File: config.mk
export PLATFORM = sky130hd
export DESIGN_NAME = spi_pkt_rx
export DESIGN_NICKNAME = d
export VERILOG_FILES = /design/src/rtl/spi_pkt_rx.sv
export SDC_FILE = /design/constraint.sdc
export NUM_CORES = 1
export LEC_CHECK = 0
export CORE_ASPECT_RATIO = 0.75
export CORE_MARGIN = 1.5
export CORE_UTILIZATION = 46
export CTS_CLUSTER_DIAMETER = 60
export DETAILED_ROUTE_END_ITERATION = 7
export PLACE_DENSITY = 0.8
export SLEW_MARGIN = 20
export SYNTH_ARGS = -nofsm -noshare
export SYNTH_HDL_FRONTEND = slang
export SYNTH_SLANG_ARGS = --single-unit
export TNS_END_PERCENT = 50
File: constraint.sdc
create_clock -name clk -period 1.8 [get_ports clk]
set_clock_uncertainty 0.1 [all_clocks]
set_input_delay 0.45 -clock clk [delete_from_list [all_inputs] [get_ports clk]]
set_output_delay 0.45 -clock clk [all_outputs]
set_load 0.005 [all_outputs]
File: src/rtl/spi_pkt_rx.sv
// rtl/spi_pkt_rx.sv - SPI slave receiver that packs serial bits into words and buffers them.
// Define SPI_PKT_RX_FIFO_EN for a DEPTH-entry FIFO; otherwise a single holding register is used.
module spi_pkt_rx #(
    parameter int WIDTH       = 8,
    parameter int DEPTH       = 4,
    parameter int MSB_FIRST   = 1,
    parameter int SAMPLE_RISE = 1
) (
    input  logic             clk,
    input  logic             rst,
    input  logic             sclk,
    input  logic             cs_n,
    input  logic             mosi,
    output logic [WIDTH-1:0] out_data,
    output logic             out_valid,
    input  logic             out_ready,
    output logic             byte_flg,
    output logic             frame_active,
    output logic [7:0]       word_cnt,
    output logic             overflow,
    output logic             frag_err,
    input  logic             clr_err
);
    localparam int   CW        = $clog2(WIDTH);
    localparam logic SCLK_IDLE = (SAMPLE_RISE != 0) ? 1'b0 : 1'b1;

    typedef enum logic {IDLE, ACTIVE} state_t;

    logic [2:0]       sclk_sync_q, cs_sync_q;
    logic [1:0]       mosi_sync_q;
    state_t           state_q, state_d;
    logic [CW-1:0]    bit_cnt_q, bit_cnt_d;
    logic [WIDTH-1:0] shreg_q, shreg_d, shifted;
    logic [7:0]       word_cnt_q, word_cnt_d;
    logic             byte_flg_q, overflow_q, frag_err_q;
    logic             sclk_rise, sclk_fall, cs_rise, cs_fall, strobe;
    logic             push, pop, full, frag_set;

    // Index 1 is the synchronized level, index 2 the previous one for edge detection.
    always_ff @(posedge clk) begin
        if (rst) begin
            sclk_sync_q <= {3{SCLK_IDLE}};
            cs_sync_q   <= 3'b111;
            mosi_sync_q <= 2'b00;
        end else begin
            sclk_sync_q <= {sclk_sync_q[1:0], sclk};
            cs_sync_q   <= {cs_sync_q[1:0], cs_n};
            mosi_sync_q <= {mosi_sync_q[0], mosi};
        end
    end

    assign sclk_rise = sclk_sync_q[1] & ~sclk_sync_q[2];
    assign sclk_fall = ~sclk_sync_q[1] & sclk_sync_q[2];
    assign cs_rise   = cs_sync_q[1] & ~cs_sync_q[2];
    assign cs_fall   = ~cs_sync_q[1] & cs_sync_q[2];
    assign strobe    = ((SAMPLE_RISE != 0) ? sclk_rise : sclk_fall) && (state_q == ACTIVE);

    always_comb begin
        if (MSB_FIRST != 0) shifted = {shreg_q[WIDTH-2:0], mosi_sync_q[1]};
        else                shifted = {mosi_sync_q[1], shreg_q[WIDTH-1:1]};
    end

    always_comb begin
        state_d    = state_q;
        bit_cnt_d  = bit_cnt_q;
        shreg_d    = shreg_q;
        word_cnt_d = word_cnt_q;
        push       = 1'b0;
        frag_set   = 1'b0;
        case (state_q)
            IDLE: begin
                if (cs_fall) begin
                    state_d    = ACTIVE;
                    bit_cnt_d  = '0;
                    shreg_d    = '0;
                    word_cnt_d = 8'd0;
                end
            end
            ACTIVE: begin
                // A strobe coinciding with cs_n release is deliberately dropped.
                if (cs_rise) begin
                    state_d   = IDLE;
                    frag_set  = (bit_cnt_q != '0);
                    bit_cnt_d = '0;
                    shreg_d   = '0;
                end else if (strobe) begin
                    shreg_d = shifted;
                    if (bit_cnt_q == CW'(WIDTH - 1)) begin
                        push       = 1'b1;
                        bit_cnt_d  = '0;
                        word_cnt_d = (word_cnt_q != 8'hFF) ? word_cnt_q + 8'd1 : word_cnt_q;
                    end else begin
                        bit_cnt_d = bit_cnt_q + CW'(1);
                    end
                end
            end
            default: state_d = IDLE;
        endcase
    end

    assign pop = out_valid & out_ready;

    always_ff @(posedge clk) begin
        if (rst) begin
            state_q    <= IDLE;
            bit_cnt_q  <= '0;
            shreg_q    <= '0;
            word_cnt_q <= 8'd0;
            byte_flg_q <= 1'b0;
            overflow_q <= 1'b0;
            frag_err_q <= 1'b0;
        end else begin
            state_q    <= state_d;
            bit_cnt_q  <= bit_cnt_d;
            shreg_q    <= shreg_d;
            word_cnt_q <= word_cnt_d;
            byte_flg_q <= push;
            overflow_q <= clr_err ? 1'b0 : (overflow_q | (push & full & ~pop));
            frag_err_q <= clr_err ? 1'b0 : (frag_err_q | frag_set);
        end
    end

`ifdef SPI_PKT_RX_FIFO_EN
    localparam int AW = $clog2(DEPTH);

    logic [WIDTH-1:0] mem_q [DEPTH];
    logic [AW-1:0]    wptr_q, rptr_q;
    logic [AW:0]      count_q;
    logic             do_push;

    assign full    = (count_q == (AW + 1)'(DEPTH));
    assign do_push = push & (~full | pop);

    always_ff @(posedge clk) begin
        if (do_push) mem_q[wptr_q] <= shifted;
    end

    always_ff @(posedge clk) begin
        if (rst) begin
            wptr_q  <= '0;
            rptr_q  <= '0;
            count_q <= '0;
        end else begin
            if (do_push) wptr_q <= wptr_q + AW'(1);
            if (pop)     rptr_q <= rptr_q + AW'(1);
            count_q <= count_q + (AW + 1)'(do_push) - (AW + 1)'(pop);
        end
    end

    assign out_valid = (count_q != '0);
    assign out_data  = out_valid ? mem_q[rptr_q] : '0;
`else
    logic [WIDTH-1:0] data_q;
    logic             valid_q;

    assign full = valid_q;

    always_ff @(posedge clk) begin
        if (rst) begin
            data_q  <= '0;
            valid_q <= 1'b0;
        end else if (push && (!valid_q || pop)) begin
            data_q  <= shifted;
            valid_q <= 1'b1;
        end else if (pop) begin
            valid_q <= 1'b0;
        end
    end

    assign out_valid = valid_q;
    assign out_data  = data_q;
`endif

    assign byte_flg     = byte_flg_q;
    assign frame_active = (state_q == ACTIVE);
    assign word_cnt     = word_cnt_q;
    assign overflow     = overflow_q;
    assign frag_err     = frag_err_q;
endmodule

==> metrics.yaml <==
drt-total-wl_um: 3880
gpl.final_weighted_congestion: 0.814
max-clock-path-buffers: 2
rsz0062_at_grt: "true"
synth_fp_nets: 190
status: "finished clean"
routed_via_density: 5.87
intPower_mw: 1.18
pwr_density_cell_nw_per_um2: 688
dp_worst_setup_slack_ns: -0.0812
cts_tree: "yes"
seq_power_share: 0.582
synth_cells: 179
share_comb_of_total_power: 0.051
worstSetupStartpoint: "word_cnt[4]"
ys_top_cells_by_area: "dfxtp_1 48%, a21oi_1 7.1%, nand3_1 6.5%"
crit_arrival_ns: 1.20
clk_pin_slew_worst_paths_ns: 0.07
io_buffers: 27
ff_latch_count_synth: 39
endpoint_kind: "output pin"
synth_area_um2: 1610
leakagePower_nw: 0.768
cts_buffers: 5
cp_required_ns: 1.25
crit_type: "reg2out"
clkLatencyLatePin_ns: 0.29
slew_headroom: 0.760
rr_endpoint: "word_cnt[7]"
clkSinkCount: 39
worstPathBufferInverterCount: 1
place.detailed.instances: 247
routed_wire_length_per_instance_um: 14.8
firstDrtPassIters: 4
hold_class: "reg2reg"
power.clock.fraction: 0.367
syn_area_per_cell_um2: 9.01
detail-route-antenna-nets: 0
fin_total_pwr_mw: 1.51
tightest_slew_ns: 0.359
crit_path_start_kind: "flip-flop"
root_buffer: "clkbuf_8"
fin_cells: 262
worst_r2r_path_depth: 7
worst-r2r-setup-slack_ns: 0.05
cts_max_level: 2
grt_start_max_net_pins: 40
antenna_found_initial: 0
period_needed_ns: 1.75
drc: 0
area_of_placed_instances_um2: 1990
max-cap-violations: 0
crit_family: "buffers and inverters"
post-route-util: 0.662
power.switching_uw: 329
period_share: 0.973
global_route.overflow_total: 0
dieArea_um2: 3870
first_pass_grt_wire_length_um: 6070
detailed_place_hpwl_um: 2670
p_sw_frac: 0.218
crit_path_end: "word_cnt[4]"
top_level_i_o_count: 28
coreArea_um2: 3310
final_design_area_no_fill_um2: 2190
worst-path-stages: 1
final_hold_viol_count: 0
regToRegStartpoint: "bit_cnt_q[0]"
share_of_post_route_cells_with_drive_strength_above_1: 0.230
critical_path.slowest_cell: "clkdlybuf4s50_1"
slowest_delay_ns: 0.52
hold_buffers: 0
number_of_global_route_vias_before_repair: 1328
synth.yosys.warnings: 0
chipHeight_um: 54.3
floorplan.rows: 18
irDropWorstVdd_mv: 0.419
grt_usage: 0.207
fin_nets: 232
finalSetupViolations: 0
area.growth.synth_to_final_pct: 35.9
antennaDiodeCount: 0
fmaxAchievable_mhz: 571
tns_ns: 0
drt_iter0_drc: 150
via_count: 1539
worst_hold_slack_ns: 0.319
timing.final.ws_setup_ns: 0.0479
yosysSeqAreaShare: 0.484
final_max_slew_viol_count: 0
fillCellCount: 275
worstPathCellList: "clkdlybuf4s50_1"
die_x_extent_um: 71.4
synth_largest_type_area_fraction: 0.484
netlist.top_cell.by_area: "dfxtp_1"
initial_core_utilization: 0.487
yosys.cell_types.count: 38
timing.critical_path.fanout_max: 5
worst min-delay path by stage:
stage                  from            to  cells past startpoint
4_1_cts        cs_sync_q[0]  cs_sync_q[1]                      1
3_5_place_dp   cs_sync_q[0]  cs_sync_q[1]                      1
3_3_place_gp   cs_sync_q[0]  cs_sync_q[1]                      1
6_report       cs_sync_q[0]  cs_sync_q[1]                      1
2_1_floorplan  cs_sync_q[0]  cs_sync_q[1]                      1
5_1_grt        cs_sync_q[0]  cs_sync_q[1]                      1
synth_stat cells:
master	count
nor4_1	1
o21bai_1	1
o21ai_2	1
or4_1	1
nor2_1	2
o211a_1	1
nand3b_1	2
buf_2	3
nand4_1	13
nor2b_1	7
nand3_1	21
ha_1	4
buf_6	1
and3_4	1
o2111ai_1	1
nand2b_1	3
a311oi_1	2
nand4b_1	1
dfxtp_1	39
a31oi_1	4
and3b_1	1
and4_4	1
o211ai_1	4
o21ai_1	1
o21ba_2	2
a21oi_1	23
inv_1	5
clkbuf_1	8
nand3_2	1
buf_1	1
or2_2	3
nor3_1	3
nand2_1	11
o31a_1	1
and2_1	1
nand2b_2	1
o41ai_1	1
and3_1	2
registers in the layout, summed over array words and instances, names as in the netlist:
register	cells
bit_cnt_q	3
byte_flg	1
cs_sync_q	3
frag_err	1
frame_active	1
mosi_sync_q	2
out_data	8
out_valid	1
overflow	1
sclk_sync_q	3
shreg_q	7
word_cnt	8
power by group through the flow:
stage	Clock [mW]	Sequential (mW)	Combinational (mW)
after floorplan	0	0.895	0.0382
after global placement	0	0.896	0.0723
after detailed placement	0	0.897	0.0741
after CTS	0.569	0.877	0.0749
after global routing	0.608	0.878	0.0835
final	0.554	0.877	0.0765
layout by cell type (no fill, tap or decap), drive strengths merged, types with 3 or more instances in the layout:
| cell | netlist | final |
|---|---|---|
| nand3 | 22 | 22 |
| nor2b | 7 | 7 |
| o211ai | 4 | 4 |
| nor3 | 3 | 3 |
| clkdlybuf4s50 | 0 | 26 |
| a21oi | 23 | 23 |
| nand2b | 4 | 4 |
| dfxtp | 39 | 39 |
| and3 | 3 | 3 |
| nand2 | 11 | 11 |
| ha | 4 | 4 |
| nand4 | 13 | 13 |
| inv | 5 | 5 |
| or2 | 3 | 3 |
| buf | 5 | 21 |
| a31oi | 4 | 4 |
| clkbuf | 8 | 7 |
logic make-up (layout without fill, tap and decap cells):
kind of cell,Yosys count,count (layout),synth area share
AOI/OAI and AO/OA,42,42,0.164
DFF,39,39,0.484
adders and majority gates,4,4,0.0310
buffers and inverters,18,61,0.0489
and+or+nand+nor,76,76,0.272
repair_timing:
action,CTS,global route
pin swaps,4,0
setup buffers,3,4
setup endpoints to repair,9,16
gates resized for setup,9,11
routing by layer:
| metal | wire length (µm) | GRT usage | share of wire | vias up |
|---|---|---|---|---|
| met3 | 253 | 0.0497 | 0.065 | 12 |
| li1 | - | - | - | 738 |
| met1 | 1730 | 0.255 | 0.44 | 732 |
| met4 | 98 | 0.126 | 0.025 | 0 |
| met2 | 1810 | 0.338 | 0.46 | 57 |
| met5 | 0 | 0 | 0 | - |
cell type report:
cell class	instances	area (µm²)	area share
well taps	40	50.0	0.0228
multi-input cells	122	805	0.367
flip-flops and latches	39	791	0.361
repair buffers	48	447	0.204
clock buffers	7	76.3	0.0348
inverters	5	18.8	0.00856
clock inverters	1	5.00	0.00228
Note: power is estimated with default switching activity, not from simulation.
